===== src/rtl/serial_adder_if.sv =====
// Operand/control bundle and result/status bundle for the bit-serial adder.
// The master side issues requests; the slave side (the adder) returns results.
interface serial_adder_if #(
    parameter int WIDTH = 8
);
    logic             start;
    logic             sub;
    logic             cin;
    logic [WIDTH-1:0] A;
    logic [WIDTH-1:0] B;
    logic             busy;
    logic             done;
    logic [WIDTH-1:0] sum;
    logic             carry;
    logic             overflow;

    modport master (
        output start, sub, cin, A, B,
        input  busy, done, sum, carry, overflow
    );

    modport slave (
        input  start, sub, cin, A, B,
        output busy, done, sum, carry, overflow
    );
endinterface


===== src/rtl/serial_adder.sv =====
// Bit-serial adder/subtractor: one full-adder cell and one carry flip-flop
// process the operands LSB first, one bit per clock, WIDTH+1 cycles per result.
module serial_adder #(
    parameter int WIDTH = 8
) (
    input  logic          clk,
    input  logic          rst_n,
    serial_adder_if.slave bus
);
    localparam int            CW       = $clog2(WIDTH + 1);
    localparam logic [CW-1:0] LAST_BIT = CW'(WIDTH - 1);

    typedef enum logic [1:0] {IDLE, SHIFT, DONE} state_t;

    state_t           r_state;
    state_t           w_nextState;
    logic [CW-1:0]    r_count;
    logic [WIDTH-1:0] r_a;
    logic [WIDTH-1:0] r_b;
    logic [WIDTH-2:0] r_acc;
    logic             r_c;
    logic [WIDTH-1:0] r_sum;
    logic             r_carry;
    logic             r_overflow;

    logic             w_load;
    logic             w_step;
    logic             w_last;
    logic             w_busy;
    logic             w_done;
    logic             w_s;
    logic             w_cNext;
    logic [WIDTH-1:0] w_shifted;

    // The single full-adder cell; the new sum bit enters the accumulator at the MSB end.
    always_comb begin
        w_s       = r_a[0] ^ r_b[0] ^ r_c;
        w_cNext   = (r_a[0] & r_b[0]) | (r_a[0] & r_c) | (r_b[0] & r_c);
        w_shifted = {w_s, r_acc};
    end

    always_ff @(posedge clk or negedge rst_n) begin
        if (!rst_n) begin
            r_state <= IDLE;
        end else begin
            r_state <= w_nextState;
        end
    end

    always_comb begin
        w_nextState = r_state;
        w_load      = 1'b0;
        w_step      = 1'b0;
        w_last      = 1'b0;
        w_busy      = 1'b0;
        w_done      = 1'b0;
        case (r_state)
            IDLE: begin
                if (bus.start) begin
                    w_load      = 1'b1;
                    w_nextState = SHIFT;
                end
            end
            SHIFT: begin
                w_busy = 1'b1;
                w_step = 1'b1;
                if (r_count == LAST_BIT) begin
                    w_last      = 1'b1;
                    w_nextState = DONE;
                end
            end
            DONE: begin
                w_done = 1'b1;
                if (bus.start) begin
                    w_load      = 1'b1;
                    w_nextState = SHIFT;
                end else begin
                    w_nextState = IDLE;
                end
            end
            default: w_nextState = IDLE;
        endcase
    end

    // Subtraction is A + ~B + 1, so the inverted B and forced carry are set up at load.
    always_ff @(posedge clk or negedge rst_n) begin
        if (!rst_n) begin
            r_count    <= '0;
            r_a        <= '0;
            r_b        <= '0;
            r_acc      <= '0;
            r_c        <= 1'b0;
            r_sum      <= '0;
            r_carry    <= 1'b0;
            r_overflow <= 1'b0;
        end else if (w_load) begin
            r_a     <= bus.A;
            r_b     <= bus.sub ? ~bus.B : bus.B;
            r_c     <= bus.sub | bus.cin;
            r_count <= '0;
        end else if (w_step) begin
            r_a     <= {1'b0, r_a[WIDTH-1:1]};
            r_b     <= {1'b0, r_b[WIDTH-1:1]};
            r_c     <= w_cNext;
            r_acc   <= w_shifted[WIDTH-1:1];
            r_count <= r_count + CW'(1);
            if (w_last) begin
                r_sum      <= w_shifted;
                r_carry    <= w_cNext;
                r_overflow <= r_c ^ w_cNext;
            end
        end
    end

    assign bus.busy     = w_busy;
    assign bus.done     = w_done;
    assign bus.sum      = r_sum;
    assign bus.carry    = r_carry;
    assign bus.overflow = r_overflow;
endmodule


===== src/flat_wrapper.sv =====
// flat-port wrapper written by rule: the top's interface ports become plain ports
module serial_adder_flat 
#(
    parameter int WIDTH = 8
)
  (clk, rst_n, bus_start, bus_sub, bus_cin, bus_A, bus_B, bus_busy, bus_done, bus_sum, bus_carry, bus_overflow);
  serial_adder_if #(.WIDTH(WIDTH)) bus_i ();
  input  logic clk;
  input  logic rst_n;
  input wire logic [$bits(bus_i.start)-1:0] bus_start;
  input wire logic [$bits(bus_i.sub)-1:0] bus_sub;
  input wire logic [$bits(bus_i.cin)-1:0] bus_cin;
  input wire logic [$bits(bus_i.A)-1:0] bus_A;
  input wire logic [$bits(bus_i.B)-1:0] bus_B;
  output wire logic [$bits(bus_i.busy)-1:0] bus_busy;
  output wire logic [$bits(bus_i.done)-1:0] bus_done;
  output wire logic [$bits(bus_i.sum)-1:0] bus_sum;
  output wire logic [$bits(bus_i.carry)-1:0] bus_carry;
  output wire logic [$bits(bus_i.overflow)-1:0] bus_overflow;
  assign bus_i.start = bus_start;
  assign bus_i.sub = bus_sub;
  assign bus_i.cin = bus_cin;
  assign bus_i.A = bus_A;
  assign bus_i.B = bus_B;
  assign bus_busy = bus_i.busy;
  assign bus_done = bus_i.done;
  assign bus_sum = bus_i.sum;
  assign bus_carry = bus_i.carry;
  assign bus_overflow = bus_i.overflow;
  serial_adder #(.WIDTH(WIDTH)) u_core (.clk(clk), .rst_n(rst_n), .bus(bus_i));
endmodule

===== config.mk =====
export PLATFORM = sky130hd
export DESIGN_NAME = serial_adder_flat
export DESIGN_NICKNAME = d
export VERILOG_FILES = /design/src/rtl/serial_adder_if.sv /design/src/rtl/serial_adder.sv /design/src/flat_wrapper.sv
export SDC_FILE = /design/constraint.sdc
export NUM_CORES = 1
export LEC_CHECK = 0
export CAP_MARGIN = 20
export CORE_MARGIN = 4
export CORE_UTILIZATION = 53
export CTS_BUF_LIST = sky130_fd_sc_hd__clkbuf_4
export DETAILED_ROUTE_END_ITERATION = 10
export PLACE_DENSITY = 0.81
export SLEW_MARGIN = 20
export SYNTH_ARGS = -nofsm -noshare
export SYNTH_HDL_FRONTEND = slang
export SYNTH_SLANG_ARGS = --single-unit

===== constraint.sdc =====
create_clock -name clk -period 2.28 [get_ports clk]
set_clock_uncertainty 0.2 [all_clocks]
set_input_delay 0.456 -clock clk [delete_from_list [all_inputs] [get_ports clk]]
set_output_delay 0.456 -clock clk [all_outputs]
set_load 0.01 [all_outputs]

==> flow_summary.yaml, run 1 <==
timing:
  tns_ns: 0
  grt_setup_unrepaired: "no"
  slew_viol_final: 0
  finalHoldViolCount: 0
  max_slew.worst_pin.slew_ns: 0.487
  finalSetupViolCount: 0
  maxClockFrequency_ghz: 0.458
  fin_crit_ns: 2.18
  slew-limit-headroom_pct: 67.5
  min_period_over_period_pct: 95.8
global_route:
  grt_max_degree: 41
  antenna_found_initial: 0
  grt_pass1_vias: 1304
  overflow: 0
  grt_pass1_wl_mm: 5.91
  grt_usage_pct: 18.2
cells_and_area:
  drive_gt1_share_pct: 14.5
  antennaDiodeCount: 0
  post-route-util_pct: 70.6
  area_growth_pct: 23.6
  final_nets: 229
route:
  ant_nets: 0
  wire_per_inst_microns: 13.8
  drtIter0Drc: 74
  drt_first_pass_iters: 4
  drc: 0
  num_vias: 1316
  drt-total-wl_mm: 3.46
  viasPerCell: 5.24
synth:
  synth.avg_cell_area_sq_um: 10.6
  syn-cell-area_sq_um: 1790
  synth-async-reset-ratio_pct: 100
  yosysTopAreaCell: "dfrtp_1"
  synth.area.top_cells: "dfrtp_1 56%, nand2_1 10%, mux2_2 6.9%"
  yosys_register_bits: 40
  synth_top_cell_area_share_pct: 56.1
  synth_nets: 192
  netlist_instances: 169
  synth_edf_count: 0
  synthFlopType: "dfrtp_1"
  synth_seq_area_share_pct: 56.1
  synth_most_common_cell: "nand2_1"
  synthDistinctLibCells: 27
  yosysWarnings: 0
  synth_commonest_cells: "49 x nand2_1, 40 x dfrtp_1, 17 x nor2_1"
critical_path:
  timing.rr.start: "u_core.r_state[1]"
  crit_path_max_fanout: 10
  end_kind: "primary output"
  r2r-end: "u_core.r_c"
  cp-endpoint: "bus_busy"
  required_ns: 1.62
  ff2ff_path_depth: 5
  crit_start: "u_core.r_state[1]"
  start_kind: "flop"
  crit_type: "flop to primary output"
  reg2reg_setup_slack_ns: 0.52
  crit_arrival_ns: 1.53
flow_run:
  cap_violations: 0
place:
  port_buffers: 32
  dpl.hpwl_mm: 2.45
  gp_congestion: 0.791
clock_tree:
  clockBufferDepth: 2
  post_cts_buffers: 0
  cts_root_buf: "clkbuf_4"
  clkSlewWorstSetupHoldPaths_ns: 0.11
  clkLatencyLatePin_ns: 0.35
  cts.sinks: 40
  cts_tree: "done"
  numCtsBuffers: 5
  htreeDepth: 2
floorplan:
  io_pins: 33
  initial_core_util_pct: 57.1
  fp.dieArea_sq_um: 4360
  num_rows: 20
  die_x_microns: 66.0
  fp.dieH_microns: 66.0
  fp.coreArea_sq_um: 3130
power_and_ir_drop:
  p_leak_nw: 1.01
  p_per_area_nw_per_um2: 1300
  ir_drop_v: 0.000686
status:
  status: "completed"
worst_hold_path:
  hold_class: "flop to flop"
## repair_timing
| action | CTS | global route |
|---|---|---|
| hold buffers | 1 | 0 |
| hold endpoints to repair | 40 | 0 |
| setup endpoints to repair | 1 | 0 |
| gates resized for setup | 1 | 0 |
## cell type report
| class | count | area, sq um |
|---|---|---|
| Inverter | 1 | 3.75 |
| Tap cell | 44 | 55.1 |
| Sequential cell | 40 | 1000 |
| Fill cell | 233 | 921 |
| Timing Repair Buffer | 40 | 378 |
| Clock inverter | 2 | 11.3 |
| Multi-Input combinational cell | 118 | 713 |
| Clock buffer | 6 | 45.0 |
## cells by family (layout without fill, tap and decap cells)
family                   Yosys count  in the layout  synth area share, %
AO/OA/AOI/OAI                     20             20                 7.78
multiplexers                      13             13                 8.06
flip-flops                        40             40                 56.1
adder cells (fa/ha/maj)            2              2                 1.82
AND/OR/NAND/NOR                   73             73                 17.1
buffers and inverters             11             49                 4.27
XOR/XNOR                          10             10                 4.91
## stage by stage
stage / power, mW / area [sq um] / hold slack, ns / std cells / setup slack (ns)
2_1_floorplan: 2.11 / 1790 / -0.0396 / 169 / 0.683
3_5_place_dp: 2.54 / 2140 / 0.279 / 242 / 0.339
3_3_place_gp: 2.46 / 2140 / 0.269 / 242 / 0.388
5_1_grt: 3.10 / 2210 / 0.335 / 251 / 0.00975
6_report: 2.88 / 2210 / 0.308 / 251 / 0.0956
4_1_cts: 2.90 / 2210 / 0.308 / 251 / 0.0676
## where the power goes
part           internal [mW]  switching (mW)  leakage [nW]
sequential              1.05           0.230         0.496
clock                  0.129           0.229        0.0293
combinational          0.628           0.616         0.486
total                   1.80            1.08          1.01
## metal layers
metal,up-vias,wire (microns),track usage [%]
met3,11,199,4.25
li1,633,-,-
met4,0,71,7.61
met5,-,0,0
met1,626,1470,22.9
met2,46,1720,29.9
## flip-flops by register name, indices dropped and copies added, names as in the netlist
| signal | flops |
|---|---|
| u_core.bus.sum | 8 |
| u_core.r_a | 8 |
| u_core.r_b | 8 |
| u_core.r_acc | 7 |
| u_core.r_count | 4 |
| u_core.r_state | 2 |
| u_core.bus.carry | 1 |
| u_core.bus.overflow | 1 |
| u_core.r_c | 1 |
## critical path, cell delays in order (launching register included)
cell,delay [ns]
dfrtp_1,0.39
nand2b_4,0.20
inv_2,0.07
clkdlybuf4s50_1,0.53
## worst min path at each step
stage | startpoint | to | depth (start not counted)
global placement | u_core.r_acc[0] | u_core.r_acc[0] | 2
floorplan | rst_n | u_core.bus.carry | 0
global route | u_core.r_acc[3] | u_core.r_acc[2] | 2
detailed placement | u_core.r_acc[0] | u_core.r_acc[0] | 2
CTS | u_core.r_acc[0] | u_core.r_acc[0] | 2
finish | u_core.r_acc[0] | u_core.r_acc[0] | 2
## cells in the final DEF, fill, tap and decap left out, types with 2 or more instances in the layout
cell type	n
a22o_1	4
a31oi_1	12
buf_4	7
clkbuf_4	6
clkdlybuf4s50_1	31
dfrtp_1	40
mux2_2	11
mux2i_1	2
nand2_1	49
nor2_1	17
xor2_1	9
Note: power is estimated with default switching activity, not from simulation.
==> run 2, diff against run 1 <==
--- a/config.mk
+++ b/config.mk
@@ -11,6 +11,7 @@
 export CTS_BUF_LIST = sky130_fd_sc_hd__clkbuf_4
 export DETAILED_ROUTE_END_ITERATION = 10
 export PLACE_DENSITY = 0.81
+export SKIP_CTS_REPAIR_TIMING = 1
 export SLEW_MARGIN = 20
 export SYNTH_ARGS = -nofsm -noshare
 export SYNTH_HDL_FRONTEND = slang
==> results of run 2 <==
Same layout as run 1: the final DEF is identical, and so are final timing and power.
Main changes from that run: wire length of the first global-routing pass 5910 microns -> 5890 microns; via count of the first global-routing pass 1304 -> 1300; overall routing resource usage 18.2% -> 18.1%; met2 usage 29.9% -> 29.8%
